### config.mk
export PLATFORM = sky130hd
export DESIGN_NAME = ls_order_scheduler
export DESIGN_NICKNAME = d
export VERILOG_FILES = /design/src/rtl/ls_order_scheduler_pkg.sv /design/src/rtl/ls_load_extend.sv /design/src/rtl/ls_order_scheduler.sv
export SDC_FILE = /design/constraint.sdc
export NUM_CORES = 1
export LEC_CHECK = 0
export ABC_CLOCK_PERIOD_IN_PS = 14600
export BUFFER_PORTS_ARGS = -buffer_cell sky130_fd_sc_hd__buf_4
export CORE_MARGIN = 2
export CORE_UTILIZATION = 25
export CTS_CLUSTER_SIZE = 28
export DETAILED_ROUTE_END_ITERATION = 8
export PLACE_DENSITY_LB_ADDON = 0.12
export SYNTH_ARGS = -nofsm -noshare
export SYNTH_HDL_FRONTEND = slang
export SYNTH_SLANG_ARGS = --single-unit
export TNS_END_PERCENT = 1
### constraint.sdc
create_clock -name clk_in -period 14.6 [get_ports clk_in]
set_clock_uncertainty 0.2 [all_clocks]
set_input_delay 4.38 -clock clk_in [delete_from_list [all_inputs] [get_ports clk_in]]
set_output_delay 4.38 -clock clk_in [all_outputs]
set_load 0.05 [all_outputs]
### src/rtl/ls_order_scheduler_pkg.sv
// Shared types and constants for the in-order load/store scheduler.
// Covers funct3 load encodings, memory size codes, FSM states and the ROB id width.
package ls_order_scheduler_pkg;

    localparam int ROB_W = 5;

    localparam logic [2:0] F3_LB  = 3'b000;
    localparam logic [2:0] F3_LH  = 3'b001;
    localparam logic [2:0] F3_LW  = 3'b010;
    localparam logic [2:0] F3_LBU = 3'b100;
    localparam logic [2:0] F3_LHU = 3'b101;

    localparam logic [1:0] SZ_BYTE = 2'b00;
    localparam logic [1:0] SZ_HALF = 2'b01;
    localparam logic [1:0] SZ_WORD = 2'b10;

    typedef enum logic [1:0] {
        ST_IDLE  = 2'd0,
        ST_REQ   = 2'd1,
        ST_WAIT  = 2'd2,
        ST_DRAIN = 2'd3
    } lsq_state_e;

    function automatic logic [1:0] f3_to_size(input logic [1:0] f3_lo);
        logic [1:0] w_sz;
        unique case (f3_lo)
            2'b00:   w_sz = SZ_BYTE;
            2'b01:   w_sz = SZ_HALF;
            2'b10:   w_sz = SZ_WORD;
            default: w_sz = f3_lo;
        endcase
        return w_sz;
    endfunction

endpackage

### src/rtl/ls_load_extend.sv
// Load result extension: picks the byte/half/word of raw read data and
// sign- or zero-extends it according to the RISC-V load funct3.
module ls_load_extend
    import ls_order_scheduler_pkg::*;
(
    input  logic [2:0]  i_funct3,
    input  logic [31:0] i_rdata,
    output logic [31:0] o_value
);

    always_comb begin
        o_value = i_rdata;
        unique case (1'b1)
            (i_funct3 == F3_LB):  o_value = {{24{i_rdata[7]}}, i_rdata[7:0]};
            (i_funct3 == F3_LH):  o_value = {{16{i_rdata[15]}}, i_rdata[15:0]};
            (i_funct3 == F3_LBU): o_value = {24'h0, i_rdata[7:0]};
            (i_funct3 == F3_LHU): o_value = {16'h0, i_rdata[15:0]};
            default:              o_value = i_rdata;
        endcase
    end

endmodule

### src/rtl/ls_order_scheduler.sv
// In-order load/store queue issuing one memory access at a time from the head.
// Optional stall counter enabled by defining LSQ_PERF_CNT_EN.
module ls_order_scheduler
    import ls_order_scheduler_pkg::*;
#(
    parameter int DEPTH = 8,
    parameter int PTR_W = 3
) (
`ifdef LSQ_PERF_CNT_EN
    output logic [31:0]      perf_stall_cyc,
`endif
    input  logic             clk_in,
    input  logic             rst_in,
    input  logic             rdy_in,
    input  logic             clear_in,
    input  logic             alloc_valid,
    input  logic [ROB_W-1:0] alloc_rob_id,
    input  logic             alloc_is_store,
    input  logic [2:0]       alloc_funct3,
    output logic             alloc_full,
    input  logic             rs_valid,
    input  logic [ROB_W-1:0] rs_rob_id,
    input  logic [31:0]      rs_addr,
    input  logic [31:0]      rs_st_value,
    input  logic             commit_valid,
    input  logic [ROB_W-1:0] commit_rob_id,
    output logic             mem_req_valid,
    input  logic             mem_req_ready,
    output logic             mem_req_we,
    output logic [31:0]      mem_req_addr,
    output logic [31:0]      mem_req_wdata,
    output logic [1:0]       mem_req_size,
    input  logic             mem_resp_valid,
    input  logic [31:0]      mem_resp_rdata,
    output logic             cdb_ls_ready,
    output logic [ROB_W-1:0] cdb_ls_rob_id,
    output logic [31:0]      cdb_ls_value
);

    localparam logic [PTR_W:0] FULL_CNT = DEPTH[PTR_W:0];

    logic [DEPTH-1:0] r_valid;
    logic [DEPTH-1:0] r_addr_rdy;
    logic [DEPTH-1:0] r_committed;
    logic [DEPTH-1:0] r_is_store;
    logic [2:0]       r_funct3 [DEPTH];
    logic [ROB_W-1:0] r_rob_id [DEPTH];
    logic [31:0]      r_addr   [DEPTH];
    logic [31:0]      r_sdata  [DEPTH];

    logic [PTR_W-1:0] r_head;
    logic [PTR_W-1:0] r_tail;
    logic [PTR_W:0]   r_count;
    lsq_state_e       r_state;
    lsq_state_e       w_state_nxt;

    logic             r_req_valid;
    logic             r_req_we;
    logic [31:0]      r_req_addr;
    logic [31:0]      r_req_wdata;
    logic [1:0]       r_req_size;
    logic             r_cdb_ready;
    logic [ROB_W-1:0] r_cdb_rob_id;
    logic [31:0]      r_cdb_value;

    logic             w_full;
    logic             w_h_valid;
    logic             w_h_is_store;
    logic             w_h_store_cm;
    logic             w_head_elig;
    logic             w_alloc;
    logic             w_issue;
    logic             w_accept;
    logic             w_pop;
    logic             w_bcast;
    logic             w_keep_head;
    logic [DEPTH-1:0] w_rs_hit;
    logic [DEPTH-1:0] w_cm_hit;
    logic [31:0]      w_ext_value;

    assign w_full       = (r_count == FULL_CNT);
    assign w_h_valid    = r_valid[r_head];
    assign w_h_is_store = r_is_store[r_head];
    assign w_h_store_cm = w_h_valid && w_h_is_store && r_committed[r_head];
    assign w_head_elig  = w_h_valid && r_addr_rdy[r_head]
                          && (!w_h_is_store || r_committed[r_head]);
    // a pop frees the head slot, so a full queue may still take one entry
    assign w_alloc      = alloc_valid && !clear_in && (!w_full || w_pop);

    always_comb begin
        w_rs_hit = '0;
        w_cm_hit = '0;
        for (int i = 0; i < DEPTH; i++) begin
            w_rs_hit[i] = rs_valid && r_valid[i]
                          && (r_rob_id[i] == rs_rob_id);
            w_cm_hit[i] = commit_valid && r_valid[i] && r_is_store[i]
                          && (r_rob_id[i] == commit_rob_id);
        end
    end

    ls_load_extend u_ext (
        .i_funct3 (r_funct3[r_head]),
        .i_rdata  (mem_resp_rdata),
        .o_value  (w_ext_value)
    );

    always_comb begin
        w_state_nxt = r_state;
        w_issue     = 1'b0;
        w_accept    = 1'b0;
        w_pop       = 1'b0;
        w_bcast     = 1'b0;
        w_keep_head = 1'b0;
        unique case (r_state)
            ST_IDLE: begin
                if (!clear_in && w_head_elig) begin
                    w_issue     = 1'b1;
                    w_state_nxt = ST_REQ;
                end
            end
            ST_REQ: begin
                if (clear_in) begin
                    w_keep_head = w_h_store_cm;
                    w_state_nxt = ST_IDLE;
                end else if (mem_req_ready) begin
                    w_accept    = 1'b1;
                    w_state_nxt = ST_WAIT;
                end
            end
            ST_WAIT: begin
                if (w_h_is_store) begin
                    // committed stores are never squashed
                    w_keep_head = clear_in;
                    if (mem_resp_valid) begin
                        w_pop       = 1'b1;
                        w_state_nxt = ST_IDLE;
                    end
                end else if (clear_in) begin
                    w_state_nxt = mem_resp_valid ? ST_IDLE : ST_DRAIN;
                end else if (mem_resp_valid) begin
                    w_pop       = 1'b1;
                    w_bcast     = 1'b1;
                    w_state_nxt = ST_IDLE;
                end
            end
            ST_DRAIN: begin
                if (mem_resp_valid) begin
                    w_state_nxt = ST_IDLE;
                end
            end
            default: w_state_nxt = ST_IDLE;
        endcase
    end

    always_ff @(posedge clk_in or posedge rst_in) begin
        if (rst_in) begin
            r_state <= ST_IDLE;
        end else if (rdy_in) begin
            r_state <= w_state_nxt;
        end
    end

    always_ff @(posedge clk_in) begin
        if (rdy_in) begin
            for (int i = 0; i < DEPTH; i++) begin
                if (w_rs_hit[i]) begin
                    r_addr[i]  <= rs_addr;
                    r_sdata[i] <= rs_st_value;
                end
            end
            if (w_alloc) begin
                r_is_store[r_tail] <= alloc_is_store;
                r_funct3[r_tail]   <= alloc_funct3;
                r_rob_id[r_tail]   <= alloc_rob_id;
            end
        end
    end

    always_ff @(posedge clk_in or posedge rst_in) begin
        if (rst_in) begin
            r_valid     <= '0;
            r_addr_rdy  <= '0;
            r_committed <= '0;
            r_head      <= '0;
            r_tail      <= '0;
            r_count     <= '0;
        end else if (rdy_in) begin
            if (clear_in) begin
                r_valid <= '0;
                if (w_keep_head && !w_pop) begin
                    r_valid[r_head] <= 1'b1;
                    r_tail          <= r_head + 1'b1;
                    r_count         <= (PTR_W+1)'(1);
                end else begin
                    r_head  <= '0;
                    r_tail  <= '0;
                    r_count <= '0;
                end
            end else begin
                for (int i = 0; i < DEPTH; i++) begin
                    if (w_rs_hit[i]) r_addr_rdy[i] <= 1'b1;
                    if (w_cm_hit[i]) r_committed[i] <= 1'b1;
                end
                if (w_pop) begin
                    r_valid[r_head] <= 1'b0;
                    r_head          <= r_head + 1'b1;
                end
                if (w_alloc) begin
                    r_valid[r_tail]     <= 1'b1;
                    r_addr_rdy[r_tail]  <= 1'b0;
                    r_committed[r_tail] <= 1'b0;
                    r_tail              <= r_tail + 1'b1;
                end
                r_count <= r_count + (PTR_W+1)'(w_alloc)
                                   - (PTR_W+1)'(w_pop);
            end
        end
    end

    always_ff @(posedge clk_in or posedge rst_in) begin
        if (rst_in) begin
            r_req_valid  <= 1'b0;
            r_req_we     <= 1'b0;
            r_req_addr   <= '0;
            r_req_wdata  <= '0;
            r_req_size   <= '0;
            r_cdb_ready  <= 1'b0;
            r_cdb_rob_id <= '0;
            r_cdb_value  <= '0;
        end else if (rdy_in) begin
            if (clear_in) begin
                r_req_valid  <= 1'b0;
                r_req_we     <= 1'b0;
                r_req_addr   <= '0;
                r_req_wdata  <= '0;
                r_req_size   <= '0;
                r_cdb_ready  <= 1'b0;
                r_cdb_rob_id <= '0;
                r_cdb_value  <= '0;
            end else begin
                r_cdb_ready <= w_bcast;
                if (w_bcast) begin
                    r_cdb_rob_id <= r_rob_id[r_head];
                    r_cdb_value  <= w_ext_value;
                end
                if (w_issue) begin
                    r_req_valid <= 1'b1;
                    r_req_we    <= w_h_is_store;
                    r_req_addr  <= r_addr[r_head];
                    r_req_wdata <= r_sdata[r_head];
                    r_req_size  <= f3_to_size(r_funct3[r_head][1:0]);
                end else if (w_accept) begin
                    r_req_valid <= 1'b0;
                end
            end
        end
    end

`ifdef LSQ_PERF_CNT_EN
    logic [31:0] r_stall_cyc;

    always_ff @(posedge clk_in or posedge rst_in) begin
        if (rst_in) begin
            r_stall_cyc <= '0;
        end else if (rdy_in && w_h_valid && !w_head_elig
                     && (r_stall_cyc != 32'hFFFF_FFFF)) begin
            r_stall_cyc <= r_stall_cyc + 32'd1;
        end
    end

    assign perf_stall_cyc = r_stall_cyc;
`endif

    assign alloc_full    = w_full;
    assign mem_req_valid = r_req_valid;
    assign mem_req_we    = r_req_we;
    assign mem_req_addr  = r_req_addr;
    assign mem_req_wdata = r_req_wdata;
    assign mem_req_size  = r_req_size;
    assign cdb_ls_ready  = r_cdb_ready;
    assign cdb_ls_rob_id = r_cdb_rob_id;
    assign cdb_ls_value  = r_cdb_value;

endmodule

* Word level (Yosys, flattened, before mapping)
Memories as Yosys holds them, arrays and structs flattened.
Index checks and enable logic that the tools add are counted.
** Storage, ports and cells
- Register bits after elaboration :: 150
- Bits in latches :: 0
- Memory bits (writable) :: 576
- ROM bits :: 0
- Input bits :: 124
- Output and inout bits :: 107
- Logic and storage cells :: 279
- Memories kept :: 4
** Cells by class
- Add/subtract/negate cells :: 4
- Multipliers :: 0
- Div/mod/pow operators :: 0
- $lt $le $gt $ge :: 4
- Equality and inequality tests :: 28
- Shift operators :: 0
- Muxes and demuxes :: 144
- Bitwise operators :: 7
- Reduce and logical (&&, ||, !) cells :: 72
** Memories
- r_addr :: depth 8, width 32, rd ports 1, clocked after memory_dff 0, wr ports 8, line ls_order_scheduler.sv:48 : logic [31:0] r_addr [DEPTH];
- r_sdata :: depth 8, width 32, rd ports 1, clocked after memory_dff 0, wr ports 8, line ls_order_scheduler.sv:49 : logic [31:0] r_sdata [DEPTH];
- r_rob_id :: depth 8, width 5, rd ports 9, clocked after memory_dff 0, wr ports 1, line ls_order_scheduler.sv:47 : logic [ROB_W-1:0] r_rob_id [DEPTH];
- r_funct3 :: depth 8, width 3, rd ports 1, clocked after memory_dff 0, wr ports 1, line ls_order_scheduler.sv:46 : logic [2:0] r_funct3 [DEPTH];
** Operators with widths (count)
- 32-bit 2-to-1 mux :: 6
- 32-bit one-hot mux with 4 select lines :: 1
- 1-bit 2-to-1 mux :: 101
- 5-bit equality test :: 16
- 8-bit 2-to-1 mux :: 8
- 1-bit logical AND :: 50
- 8-bit AND :: 3
- 2-bit 2-to-1 mux :: 9
- 3-bit 2-to-1 mux :: 6
- 8-bit inverter :: 2
- 1-bit binary-select mux with 3-bit select :: 4
- 2-bit AND reduction :: 6
- 5-bit 2-to-1 mux :: 2
- 8-bit bitwise mux :: 1
- 3-bit by 4-bit < comparator with 1-bit output (second input constant) :: 2
- 8-bit bitwise OR :: 1
- 2-bit one-hot mux with 4 select lines :: 1
- 2-bit nonzero test :: 4
- 3-bit by 1-bit adder with 3-bit output (second input constant) :: 2
- 1-bit demux with 3-bit select :: 2
- 2-bit equality test (second input constant) :: 3
- 3-bit equality test (second input constant) :: 2
- 3-bit by 1-bit greater-or-equal comparator with 1-bit output (second input constant) :: 2
- 2-bit one-hot mux with 3 select lines :: 1
- 16 further kinds :: 24

* Logic depth before layout (Yosys ltp)
Gate-level depths: netlist (run 1).
- Depth after elaboration :: 12
- Gate-level depth with buffers :: 12
- Depth with buffers taken out :: 11

* Modules after synthesis
A second synthesis (run 1) with hierarchy kept.
** Second synthesis, totals
- Cell total of the unflattened synthesis :: 1863
- Area total of the unflattened synthesis :: 29132.9 um2
** Modules (own cells, without submodules)
- ls_order_scheduler :: times used 1, cells an instance 1796, area each 28777.6 um2, sequential area each 21090.2 um2
- ls_load_extend :: times used 1, cells an instance 67, area each 355.3 um2, sequential area each 0.0 um2

* Worst setup path after synthesis (run 1)
Ideal clock, no wire load.
- Kind :: in2reg
- Start point :: input port rs_rob_id[0]
- End point :: memory r_addr[4][0] (enable)
- Arrival time :: 11186 ps
- Data required time :: 13756 ps
- Path slack :: 2571 ps
- Cell stages on the path :: 4
- Path buffers :: 1
- Cells stage by stage :: clkbuf_1 -> xnor2_1 -> nand4_1 -> nor4_1
** RTL lines
- start: declaration :: line ls_order_scheduler.sv:22 : input logic [ROB_W-1:0] rs_rob_id,
- end: declaration :: line ls_order_scheduler.sv:48

==> run summary, run 1 <==
final worst path period need: 7210 ps
clock-pin slew on the worst setup and hold paths: 50 ps
via count: 17,191
VDD IR max: 0.0000950 V
Die H: 345 microns
FF+latch count, synth: 726
Critical R2R Launch: r_head[1]
FF-to-FF setup slack: 9380 ps
vias in the first global route: 17,867
Fin. Hold Viols: 0
final setup fails: 0
largest net degree at the start of global routing: 125
critical path data arrival time: 7290 ps
Cell Pwr Density: 152 mW/mm^2
Fin Setup TNS: 0 ps
CTS root buf: clkbuf_16
CTS buffer count: 86
GRT Util Overall: 15.2%
HPWL Detailed: 54,900 microns
Final ANT Viol Nets: 0
max-cap viol count: 0
postcts setup bufs: 0
initial antenna violation count: 11
critical path launch point: rs_rob_id[1]
Pre-antenna DRT Iters: 5
FMAX: 139 MHz
Clock Path Buffers: 3
most frequent cells in the layout: edfxtp_1 (584), buf_4 (264), dfrtp_1 (139), nor2_1 (90), clkbuf_16 (89)
FP Rows: 124
initial core utilization: 25.3%
TritonCTS Sinks: 726
Critical Path End: r_sdata[6][8]
FF-to-FF path depth: 10
Crit Reg-Reg Endpoint: mem_req_addr[0]
Worst Tran Pin Value: 1090 ps
Final period util: 49.4%
area grow syn2layout: 21.8%
wire length per cell: 25.4 microns
synthesized cell area: 0.0290 sq mm
first-pass GRT wire length: 131,000 microns
io pins: 231
DIE AREA: 0.119 sq mm
Worst setup SP type: input pin
Hold/Removal Path Class: flop to flop
share of cells above drive strength 1: 25.7%
Core Area: 0.115 sq mm
die span in x: 345 microns
fill count: 11,290
Syn Area/Cell: 16.4 sq um
leakage: 12.3 nW
WS Path Type: input pin to flop
maximum fanout along the worst path: 37
final wirelength: 91,200 microns
fraction of registers with async set/reset: 19.6%
Skew-Pair Late Insertion Delay: 660 ps
# hold bufs at CTS: 0
commonest non-fill, non-tap cell in the layout: edfxtp_1
CP required: 14,680 ps
Resize count post-CTS: 0
Seq/Total Area, Yosys: 72.7%
Synth cell types: 77
DRT iter0 DRCs: 1,158
CP Capture Type: flop
post-synth net total: 1,908
fin cells: 3,594
fin. max-slew vios: 0
YS warnings: 0
# port buffers: 230
final RePlAce weighted congestion: 0.863
CTS tree: done
Synth Flop Type: edfxtp_1
vias per inst: 4.78
drt drc: 0
H-tree depth: 3
status: complete, no violations
Gate Count Post-Synth: 1,772
EDFF count, synth: 584
unrepaired setup endpoints after global routing: no
Slew Limit Headroom: 25.3%
dpl cells: 3,432
grt total ovfl: 0
Total Nets Final: 2,144
## registers in the layout, indices dropped and copies added (netlist names), 4 cells and up
name           count
r_rob_id          40
cdb_ls_value      32
r_valid            8
r_is_store         8
r_funct3          24
r_sdata          256
mem_req_addr      32
mem_req_wdata     32
r_addr           256
r_count            4
r_addr_rdy         8
cdb_ls_rob_id      5
r_committed        8
## worst min-delay path by stage
stage | cells after the start | start | to
6_report | 2 | r_addr_rdy[3] | r_addr_rdy[3]
5_1_grt | 1 | mem_req_wdata[22] | mem_req_wdata[22]
4_1_cts | 2 | cdb_ls_rob_id[4] | cdb_ls_rob_id[4]
3_5_place_dp | 2 | cdb_ls_rob_id[4] | cdb_ls_rob_id[4]
3_3_place_gp | 2 | cdb_ls_rob_id[4] | cdb_ls_rob_id[4]
2_1_floorplan | 2 | r_addr_rdy[3] | r_addr_rdy[3]
## layer usage
metal	up-vias	share of wire (%)	global-route usage, %
met5	-	0.11	0
met4	16	1.9	3.43
met3	131	5.4	3.19
met2	524	49	25.4
met1	8984	44	20.1
li1	7536	-	-
## critical path, cell delays in order
cell	delay, ps
buf_4	140
inv_1	170
a2bb2oi_1	200
o2111ai_1	150
a2111oi_0	870
and2_4	640
buf_4	680
## per-stage QoR
step	power, mW	worst slack (ps)	utilization (%)	hold slack [ps]	area, sq um
after CTS	5.45	7440	30.8	299	35300
after detailed placement	3.28	6720	28.3	287	32500
after global placement	3.28	6830	28.3	269	32500
final	5.36	7390	30.8	295	35300
after global routing	5.59	7330	30.8	323	35300
after floorplan	2.90	2570	-	257	29000
## layout make-up
cell class                      instances  area, sq um  share of cell area, %
Clock inverter                         47          504                   1.43
Multi-Input combinational cell        913         7390                   20.9
Sequential cell                       726        21100                   59.7
Timing Repair Buffer                  266         2020                   5.72
Inverter                               15         63.8                  0.181
Antenna cell                            1         2.50                0.00708
Tap cell                             1512         1890                   5.36
Clock buffer                          114         2340                   6.63
## report_power, final
part	switching (mW)	internal, mW	leakage [nW]
logic	0.553	0.320	3.70
registers	0.0676	2.27	7.21
clock network	0.892	1.25	1.37
total	1.51	3.84	12.3
## synthesized netlist by cell type, drive strengths merged, types with 52 or more instances
| library cell | number | area (sq um) |
|---|---|---|
| xor2 | 52 | 455 |
| a21oi | 65 | 340 |
| dfrtp | 142 | 3550 |
| a221oi | 60 | 526 |
| o21ai | 72 | 364 |
| nand3 | 65 | 330 |
| buf | 61 | 347 |
| nor2 | 103 | 402 |
| edfxtp | 584 | 17500 |
| clkbuf | 57 | 214 |
| mux2i | 57 | 571 |
| mux4 | 54 | 1220 |
## logic make-up (layout without fill, tap and decap cells)
family	count (synthesis)	count (layout)	synth area share, %
other	0	1	0
adders and majority gates	12	12	0.543
and+or+nand+nor	290	290	4.88
buffers and inverters	133	442	2.13
DFF	726	726	72.7
xor gates and xnor gates	71	71	2.14
muxes	148	148	7.60
AOI/OAI and AO/OA	392	392	10.0
No activity file was read; power rests on OpenSTA's default activity.
==> run 2: changes to the inputs <==
ABC_CLOCK_PERIOD_IN_PS = 5900   (was 14600)
clock period = 5.9 ns   (was 14.6 ns; I/O delays follow)
==> run summary, run 2 (same netlist as run 1, synthesis figures left out) <==
status: complete, no violations
leakage: 12.5 nW
Sw Share: 28.2%
final RePlAce weighted congestion: 0.854
vias in the first global route: 17,829
initial core utilization: 25.3%
Slew Limit Headroom: 24.6%
HP Start: cdb_ls_rob_id[4]
hold path cells: 2
unrepaired setup endpoints after global routing: no
maximum fanout along the worst path: 5
VDD IR max: 0.000237 V
sequential share of power: 42.7%
fin area: 0.0357 sq mm
clock-pin slew on the worst setup and hold paths: 60 ps
postcts setup bufs: 0
most frequent cells in the layout: edfxtp_1 (584), buf_4 (268), dfrtp_1 (139), nor2_1 (93), clkbuf_16 (89)
Cell Pwr Density: 379 mW/mm^2
fill count: 11,238
DRT iter0 DRCs: 1,270
first-pass GRT wire length: 131,000 microns
Worst Tran Pin Value: 1100 ps
initial antenna violation count: 12
drt drc: 0
FMAX: 237 MHz
commonest non-fill, non-tap cell in the layout: edfxtp_1
Skew-Pair Late Insertion Delay: 660 ps
Die H: 345 microns
Clock Power Share: 40.8%
TritonCTS Sinks: 726
combinational power share: 16.4%
sw power: 3.82 mW
final worst path period need: 4220 ps
Total Nets Final: 2,161
FF-to-FF setup slack: 1780 ps
CTS tree: done
Pre-antenna DRT Iters: 7
overall power: 13.6 mW
Fin. Hold Viols: 0
family with the most delay on the worst path: simple AND/OR/NAND/NOR gates
Crit. path cell count: 4
GRT Util Overall: 15.3%
CP Capture Type: output port
critical path data arrival time: 2250 ps
vias per inst: 4.77
final wirelength: 91,800 microns
Critical R2R Launch: r_head[1]
Resize count post-CTS: 0
Clock Path Buffers: 3
CTS buffer count: 89
# hold bufs at CTS: 0
# port buffers: 230
Final ANT Viol Nets: 0
CP cell instances: inv_1 > ha_1 > nor3b_1 > buf_4
setup slack after layout: 1680 ps
Crit Reg-Reg Endpoint: mem_req_addr[30]
Worst setup SP type: flop
critical path launch point: r_count[2]
max-cap viol count: 0
FP Rows: 124
Regs by FF count: r_addr x256, r_sdata x256, r_rob_id x40
area grow syn2layout: 23.2%
final setup fails: 0
pre-CTS setup slack: 1300 ps
largest net degree at the start of global routing: 97
wire length per cell: 25.4 microns
Fin Setup TNS: 0 ps
fin. max-slew vios: 0
CP required: 3930 ps
HPWL Detailed: 56,100 microns
CP max stage delay: 640 ps
H-tree depth: 3
Worst Hold Endpoint: cdb_ls_rob_id[4]
CP max-delay cell: nor3b_1
Cell Int Power: 9.73 mW
Worst Path Buf+Inv: 2
Final period util: 71.5%
Hold/Removal Path Class: flop to flop
Core Area: 0.115 sq mm
DIE AREA: 0.119 sq mm
WS Path Type: flop to output port
via count: 17,229
FF-to-FF path depth: 9
placed instance area: 0.0327 sq mm
io pins: 231
die span in x: 345 microns
grt total ovfl: 0
CTS root buf: clkbuf_16
share of cells above drive strength 1: 26.7%
[run 2: cell count changes in the layout (fill, tap and decap cells not counted), moves of 2 or more]
cell | previous run | this run
buf_12 | 2 | 12
buf_4 | 264 | 268
bufinv_16 | 6 | 8
clkbuf_8 | 2 | 9
clkinv_1 | 9 | 2
clkinv_4 | 2 | 4
clkinvlp_4 | 6 | 4
inv_16 | 1 | 3
inv_6 | 0 | 3
nor2_1 | 90 | 93
nor2_2 | 11 | 8
nor4_2 | 4 | 0
nor4_4 | 1 | 5
[run 2: layer usage]
layer / GRT usage (%) / part of all wire (%) / vias up
met3: 3.30 / 5.8 / 155
met1: 20.2 / 43 / 9007
met4: 4.14 / 2.5 / 14
met2: 25.5 / 48 / 478
li1: - / - / 7575
met5: 0 / 0.10 / -
[run 2: layout make-up]
cell class	count	area (sq um)	area share (%)
diodes	2	5.00	0.0140
clock buffers	121	2440	6.82
clock inverters	45	554	1.55
inverters	15	63.8	0.179
multi-input cells	913	7430	20.8
flip-flops and latches	726	21100	59.1
well taps	1512	1890	5.29
repair buffers	280	2250	6.30
[run 2: tightest hold or removal path: stages, from the launching register on]
cell	delay (ps)
dfrtp_1	350
nand2_1	50
o21ai_0	60
[run 2: worst max-delay path by stage]
stage | endpoint | slack (ps)
2_1_floorplan | r_addr[0][0] | -830
3_3_place_gp | r_committed[4] | 1340
3_5_place_dp | r_committed[4] | 1300
4_1_cts | alloc_full | 1630
5_1_grt | mem_req_addr[30] | 1490
6_report | alloc_full | 1680
[run 2: metrics by stage]
step / hold slack [ps] / std cells / util (%)
after global placement: 272 / 3446 / 28.6
final: 290 / 3614 / 31.2
after global routing: 313 / 3612 / 31.2
after CTS: 299 / 3612 / 31.2
after floorplan: 257 / 1772 / -
after detailed placement: 285 / 3446 / 28.6
[run 2: power by group through the flow]
stage          combinational [mW]  sequential (mW)  clock, mW
2_1_floorplan                1.36             5.82          0
3_3_place_gp                 2.28             5.90          0
3_5_place_dp                 2.28             5.90          0
4_1_cts                      2.29             5.79       5.71
5_1_grt                      2.42             5.80       5.90
6_report                     2.23             5.79       5.54
